--- config.mk ---
export PLATFORM = sky130hd
export DESIGN_NAME = seg_scan_decoder
export DESIGN_NICKNAME = d
export VERILOG_FILES = /design/src/rtl/seg_scan_decoder.sv
export SDC_FILE = /design/constraint.sdc
export NUM_CORES = 1
export LEC_CHECK = 0
export BUFFER_PORTS_ARGS = -buffer_cell sky130_fd_sc_hd__clkbuf_2
export CAP_MARGIN = 5
export CELL_PAD_IN_SITES_DETAIL_PLACEMENT = 0
export CELL_PAD_IN_SITES_GLOBAL_PLACEMENT = 2
export CORE_ASPECT_RATIO = 0.5
export CORE_UTILIZATION = 38
export CTS_BUF_LIST = sky130_fd_sc_hd__clkbuf_4 sky130_fd_sc_hd__clkbuf_8 sky130_fd_sc_hd__clkbuf_16
export CTS_CLUSTER_SIZE = 16
export DETAILED_ROUTE_END_ITERATION = 8
export PLACE_DENSITY_LB_ADDON = 0.12
export SKIP_CTS_REPAIR_TIMING = 1
export SYNTH_ARGS = -nofsm -noshare
export SYNTH_HDL_FRONTEND = slang
export SYNTH_SLANG_ARGS = --single-unit
--- constraint.sdc ---
create_clock -name clk -period 2.3 [get_ports clk]
set_input_delay 0.46 -clock clk [delete_from_list [all_inputs] [get_ports clk]]
set_output_delay 0.46 -clock clk [all_outputs]
set_load 0.05 [all_outputs]
--- src/rtl/seg_scan_decoder.sv ---
// seg_scan_decoder: samples a multiplexed 4-digit seven-segment display
// (active-high segments a..g on seg_in[6:0], active-low one-hot anodes) and
// reassembles the displayed 16-bit hex word once all four digits have been
// captured with a stable pattern.
// Optional feature macro: SEGDEC_ALIAS_EN accepts the alternate glyphs
// 1110010 (7 with f segment) and 1110011 (9 without d segment).
module seg_scan_decoder #(
    parameter int STABLE_CNT = 1,
    parameter int TIMEOUT    = 1024
) (
    input  logic        clk,
    input  logic        rst_n,
    input  logic [6:0]  seg_in,
    input  logic [3:0]  anodes_in,
    output logic [15:0] value,
    output logic        value_valid,
    output logic        digit_err,
    output logic        stale
);

    localparam logic [3:0]  STABLE_MAX  = 4'(STABLE_CNT);
    localparam logic [15:0] TIMEOUT_MAX = 16'(TIMEOUT);

    // Maps a segment pattern to {decodable, nibble}.
    function automatic logic [4:0] seg_decode(input logic [6:0] seg);
        logic [4:0] r;
        r = 5'b0_0000;
        case (seg)
            7'b1111110: r = {1'b1, 4'h0};
            7'b0110000: r = {1'b1, 4'h1};
            7'b1101101: r = {1'b1, 4'h2};
            7'b1111001: r = {1'b1, 4'h3};
            7'b0110011: r = {1'b1, 4'h4};
            7'b1011011: r = {1'b1, 4'h5};
            7'b1011111: r = {1'b1, 4'h6};
            7'b1110000: r = {1'b1, 4'h7};
            7'b1111111: r = {1'b1, 4'h8};
            7'b1111011: r = {1'b1, 4'h9};
            7'b1110111: r = {1'b1, 4'hA};
            7'b0011111: r = {1'b1, 4'hB};
            7'b1001110: r = {1'b1, 4'hC};
            7'b0111101: r = {1'b1, 4'hD};
            7'b1001111: r = {1'b1, 4'hE};
            7'b1000111: r = {1'b1, 4'hF};
`ifdef SEGDEC_ALIAS_EN
            7'b1110010: r = {1'b1, 4'h7};
            7'b1110011: r = {1'b1, 4'h9};
`endif
            default:    r = 5'b0_0000;
        endcase
        return r;
    endfunction

    logic [1:0]  idx_s;
    logic        onehot_s;
    logic        blank_s;
    logic [4:0]  dec_s;

    logic [3:0]  seen_d, seen_q;
    logic [15:0] shadow_d, shadow_q;
    logic [3:0]  stab_cnt_d, stab_cnt_q;
    logic [1:0]  last_idx_d, last_idx_q;
    logic [3:0]  last_nib_d, last_nib_q;
    logic [15:0] timeout_d, timeout_q;
    logic [15:0] value_d, value_q;
    logic        value_valid_d, value_valid_q;
    logic        digit_err_d, digit_err_q;
    logic        stale_d, stale_q;
    logic        frame_done_s;

    // Classify the anode lines into a digit index, blank, or illegal.
    always_comb begin
        idx_s    = 2'd0;
        onehot_s = 1'b0;
        blank_s  = 1'b0;
        case (anodes_in)
            4'b1110: begin idx_s = 2'd0; onehot_s = 1'b1; end
            4'b1101: begin idx_s = 2'd1; onehot_s = 1'b1; end
            4'b1011: begin idx_s = 2'd2; onehot_s = 1'b1; end
            4'b0111: begin idx_s = 2'd3; onehot_s = 1'b1; end
            4'b1111: blank_s = 1'b1;
            default: onehot_s = 1'b0;
        endcase
        dec_s = seg_decode(seg_in);
    end

    // Next-state: stability filtering, digit capture, frame assembly, timeout.
    always_comb begin
        seen_d        = seen_q;
        shadow_d      = shadow_q;
        stab_cnt_d    = stab_cnt_q;
        last_idx_d    = last_idx_q;
        last_nib_d    = last_nib_q;
        value_d       = value_q;
        value_valid_d = 1'b0;
        digit_err_d   = 1'b0;
        frame_done_s  = 1'b0;

        if (blank_s) begin
            // Blank scan slot: hold everything.
            seen_d = seen_q;
        end else if (!onehot_s) begin
            digit_err_d = 1'b1;
            stab_cnt_d  = 4'd0;
            seen_d      = 4'b0000;
        end else if (!dec_s[4]) begin
            digit_err_d   = 1'b1;
            stab_cnt_d    = 4'd0;
            seen_d[idx_s] = 1'b0;
        end else begin
            last_idx_d = idx_s;
            last_nib_d = dec_s[3:0];
            // A cleared counter (after reset or an error) restarts at 1 either way.
            if ((idx_s == last_idx_q) && (dec_s[3:0] == last_nib_q)) begin
                if (stab_cnt_q >= STABLE_MAX) begin
                    stab_cnt_d = STABLE_MAX;
                end else begin
                    stab_cnt_d = stab_cnt_q + 4'd1;
                end
            end else begin
                stab_cnt_d = 4'd1;
            end
            if (stab_cnt_d == STABLE_MAX) begin
                shadow_d[{idx_s, 2'b00} +: 4] = dec_s[3:0];
                if ((seen_q | (4'b0001 << idx_s)) == 4'b1111) begin
                    // shadow_d already carries the current nibble in its slot.
                    value_d       = shadow_d;
                    value_valid_d = 1'b1;
                    seen_d        = 4'b0000;
                    frame_done_s  = 1'b1;
                end else begin
                    seen_d[idx_s] = 1'b1;
                end
            end else begin
                shadow_d = shadow_q;
            end
        end

        // Completion takes priority over saturation so stale drops immediately.
        if (frame_done_s) begin
            timeout_d = 16'd0;
        end else if (timeout_q != TIMEOUT_MAX) begin
            timeout_d = timeout_q + 16'd1;
        end else begin
            timeout_d = timeout_q;
        end
        stale_d = (timeout_d == TIMEOUT_MAX);
    end

    // State and registered outputs.
    always_ff @(posedge clk or negedge rst_n) begin
        if (!rst_n) begin
            seen_q        <= 4'b0000;
            shadow_q      <= 16'h0000;
            stab_cnt_q    <= 4'd0;
            last_idx_q    <= 2'd0;
            last_nib_q    <= 4'd0;
            timeout_q     <= 16'd0;
            value_q       <= 16'h0000;
            value_valid_q <= 1'b0;
            digit_err_q   <= 1'b0;
            stale_q       <= 1'b0;
        end else begin
            seen_q        <= seen_d;
            shadow_q      <= shadow_d;
            stab_cnt_q    <= stab_cnt_d;
            last_idx_q    <= last_idx_d;
            last_nib_q    <= last_nib_d;
            timeout_q     <= timeout_d;
            value_q       <= value_d;
            value_valid_q <= value_valid_d;
            digit_err_q   <= digit_err_d;
            stale_q       <= stale_d;
        end
    end

    assign value       = value_q;
    assign value_valid = value_valid_q;
    assign digit_err   = digit_err_q;
    assign stale       = stale_q;

endmodule

==> metrics.md <==
| Metric | Value |
|---|---|
| Core area | 9630 µm² |
| Final setup TNS | -7.88 ns |
| FMAX | 398 MHz |
| Clk pwr share | 44.6% |
| Nets@finish | 552 |
| Critical path destination | value[4] |
| Synth Net Count | 430 |
| Number of vias per cell | 5.18 |
| Critical Path RT | 2.52 ns |
| WL/cell | 15.1 µm |
| Sequential Power Share | 38.0% |
| Max Slew Vio Count | 0 |
| Period minus WS final | 2.52 ns |
| Die Height | 73.1 µm |
| Syn Area/Cell | 9.52 µm² |
| Pin count of the biggest net entering global routing | 30 |
| Die ar. | 10500 µm² |
| Yosys warning count | 0 |
| CTS tree | yes |
| Layout Utilization | 57.5% |
| Layout cell share with drive strength beyond 1 | 40.3% |
| Sw frac | 26.3% |
| Startpoint Class | input port |
| Hpwl dp | 7450 µm |
| Relative slew margins | 47.3% |
| Pleak | 2.46 nW |
| Crit path from | seg_in[6] |
| Violated checks | setup timing |
| Most frequent cell after synthesis | dfrtp_1 |
| Ys flop type | dfrtp_1 |
| Status | complete, but fails checks |
| Register area share after synthesis | 42.3% |
| Number of max-cap violations | 0 |
| Clk buf depth | 2 |
| Most frequent cells after synthesis | 65 x dfrtp_1, 55 x nor2_1, 24 x a21oi_1 |
| Internal power | 2.35 mW |
| Initial antenna violation count | 0 |
| First-pass GRT wire length | 16400 µm |
| Synth cell types | 57 |
| Layout area overhead | 44.0% |
| Clk root buf | clkbuf_16 |
| Psw | 0.838 mW |
| Gate Count Post-Synth | 404 |
| Worst reg2reg path depth | 10 |
| PwrDens | 576 nW/µm² |
| Vias in the first global route | 3473 |
| Synth top area share | 42.3% |
| Post-synthesis adder-cell area fraction | 4.23% |
| Worst slew pin tran | 0.791 ns |
| Hold crit path type | input port to async pin |
| Post-synthesis xor/xnor area fraction | 5.69% |
| Hold WS | 0.202 ns |
| Global Route Usage Sum | 20.4% |
| Post-Syn Area | 3840 µm² |
| Worst r2r src | stab_cnt_q[0] |
| Starting Density | 39.9% |
| Area leader, netlist | dfrtp_1 |
| CP endpoint kind | register |
| I/O Buffers | 31 |
| Worst VDD drop | 0.000315 V |
| Die width | 144 µm |
| Post-route DRC | 0 |
| Comb pwr share | 17.3% |
| R2R setup slack | -0.01 ns |
| Crit path DAT | 2.74 ns |
| H-tree Lvls | 3 |
| Via count | 3451 |
| Routed Antenna Nets | 0 |
| Drt first pass iters | 4 |
| Number of fill cells | 871 |
| Clock transition at path regs | 0.05 ns |
| Final hold violation count | 0 |
| Top-level I/O count | 32 |
| Post-Place Worst Slack | -0.583 ns |
| Final worst slack | -0.216 ns |
| Final GP Congestion | 0.832 |
| Worst-path fanout max | 7 |
| CTS Sinks | 65 |
| Tcrit/Tclk final | 109% |
| EDFF count, synth | 0 |
| Main combinational cell family by area after synthesis | simple AND/OR/NAND/NOR gates |
| # rows | 25 |
| Detailed-route wire length | 10000 µm |
| N_diodes | 0 |
| Crit path kind | input port to register |
| Clock latency on the worst-skew pair | 0.34 ns |
| RSZ-0062 raised after global routing | yes |
| DRT iter0 DRCs | 155 |
| Mux share of post-synthesis cell area | 0.260% |
| Post-synthesis compound-gate area fraction | 20.0% |
| Setup violations, final | 56 |
| Gr ovfl total | 0 |
| Total CTS buffers | 9 |
| Top cells by area, synth | dfrtp_1 42%, nor2_1 5.4%, ha_1 4.2%, xnor2_1 3.2%, a21oi_1 3.1% |
| Reg-to-Reg End | value[3] |
| Post-Route Skew | 0.00775 ns |
| Seq cells post-synth | 65 |
| FFs w/ async S/R, synth | 100% |
| Simple-Gate Fraction of Synth Area | 22.7% |
worst max-delay path, cell delays in order:
cell	delay (ns)
buf_12	0.11
or3b_4	0.28
nor2_4	0.03
or3_4	0.37
or3_4	0.36
a2111oi_4	0.47
a211oi_4	0.18
buf_4	0.18
buf_6	0.13
o21a_1	0.16
state kept, by name (all words and copies together), names as in the netlist:
name and count:
stab_cnt_q 4, digit_err 1, timeout_q 16, last_nib_q 4, value_valid 1, seen_q 4, value 16, shadow_q 16
stale 1, last_idx_q 2
cell families after synthesis:
logic type	Yosys count
flip-flops	65
AO/OA/AOI/OAI	98
adder cells (fa/ha/maj)	13
buffers and inverters	38
AND/OR/NAND/NOR	164
multiplexers	1
XOR/XNOR	25
metal layers:
metal	global-route usage (%)	vias up	wire, µm
li1	-	1708	-
met1	25.1	1672	4660
met2	35.4	59	4920
met3	4.66	12	322
met4	7.49	0	146
met5	0	-	0
per-stage QoR:
stage | cells | instance area (µm²) | power [mW]
6_report | 666 | 5540 | 3.19
5_1_grt | 666 | 5540 | 3.34
4_1_cts | 657 | 5180 | 3.21
3_5_place_dp | 641 | 4860 | 1.76
3_3_place_gp | 641 | 4860 | 1.74
2_1_floorplan | 404 | 3970 | 1.53
area by class of cell:
class	count	area, µm²	share of cell area, %
Clock inverter	5	62.6	1.13
Inverter	19	71.3	1.29
Sequential cell	65	1630	29.4
Tap cell	135	169	3.05
Multi-Input combinational cell	301	2320	42.0
Timing Repair Buffer	130	1030	18.6
Clock buffer	11	253	4.57
cells in the final DEF, fill, tap and decap left out, types with 7 or more instances in the layout:
master	count
a21oi_1	18
a21oi_2	7
a22o_1	12
buf_4	88
clkbuf_16	10
clkbuf_2	27
dfrtp_1	65
ha_1	13
inv_1	19
nand2_1	23
nand3_1	14
nand4_1	9
nor2_1	28
nor2_2	13
nor2_4	14
o221ai_1	8
o2bb2ai_1	10
xnor2_1	12
xor2_1	11
power groups by stage:
| stage | clock network, mW | registers, mW | logic [mW] |
|---|---|---|---|
| CTS | 1.47 | 1.21 | 0.528 |
| global route | 1.51 | 1.22 | 0.610 |
| global placement | 0 | 1.23 | 0.513 |
| floorplan | 0 | 1.23 | 0.302 |
| finish | 1.42 | 1.21 | 0.553 |
| detailed placement | 0 | 1.23 | 0.526 |
worst min path at each step:
stage                               end  cells past startpoint  slack (ns)
after floorplan               digit_err                      0        0.16
after global routing       timeout_q[4]                      1        0.26
after detailed placement    shadow_q[2]                      1        0.47
after global placement    last_nib_q[0]                      2        0.47
after CTS                  shadow_q[14]                      1        0.23
final                      timeout_q[4]                      1        0.20
(Power assumes the default switching activity.)
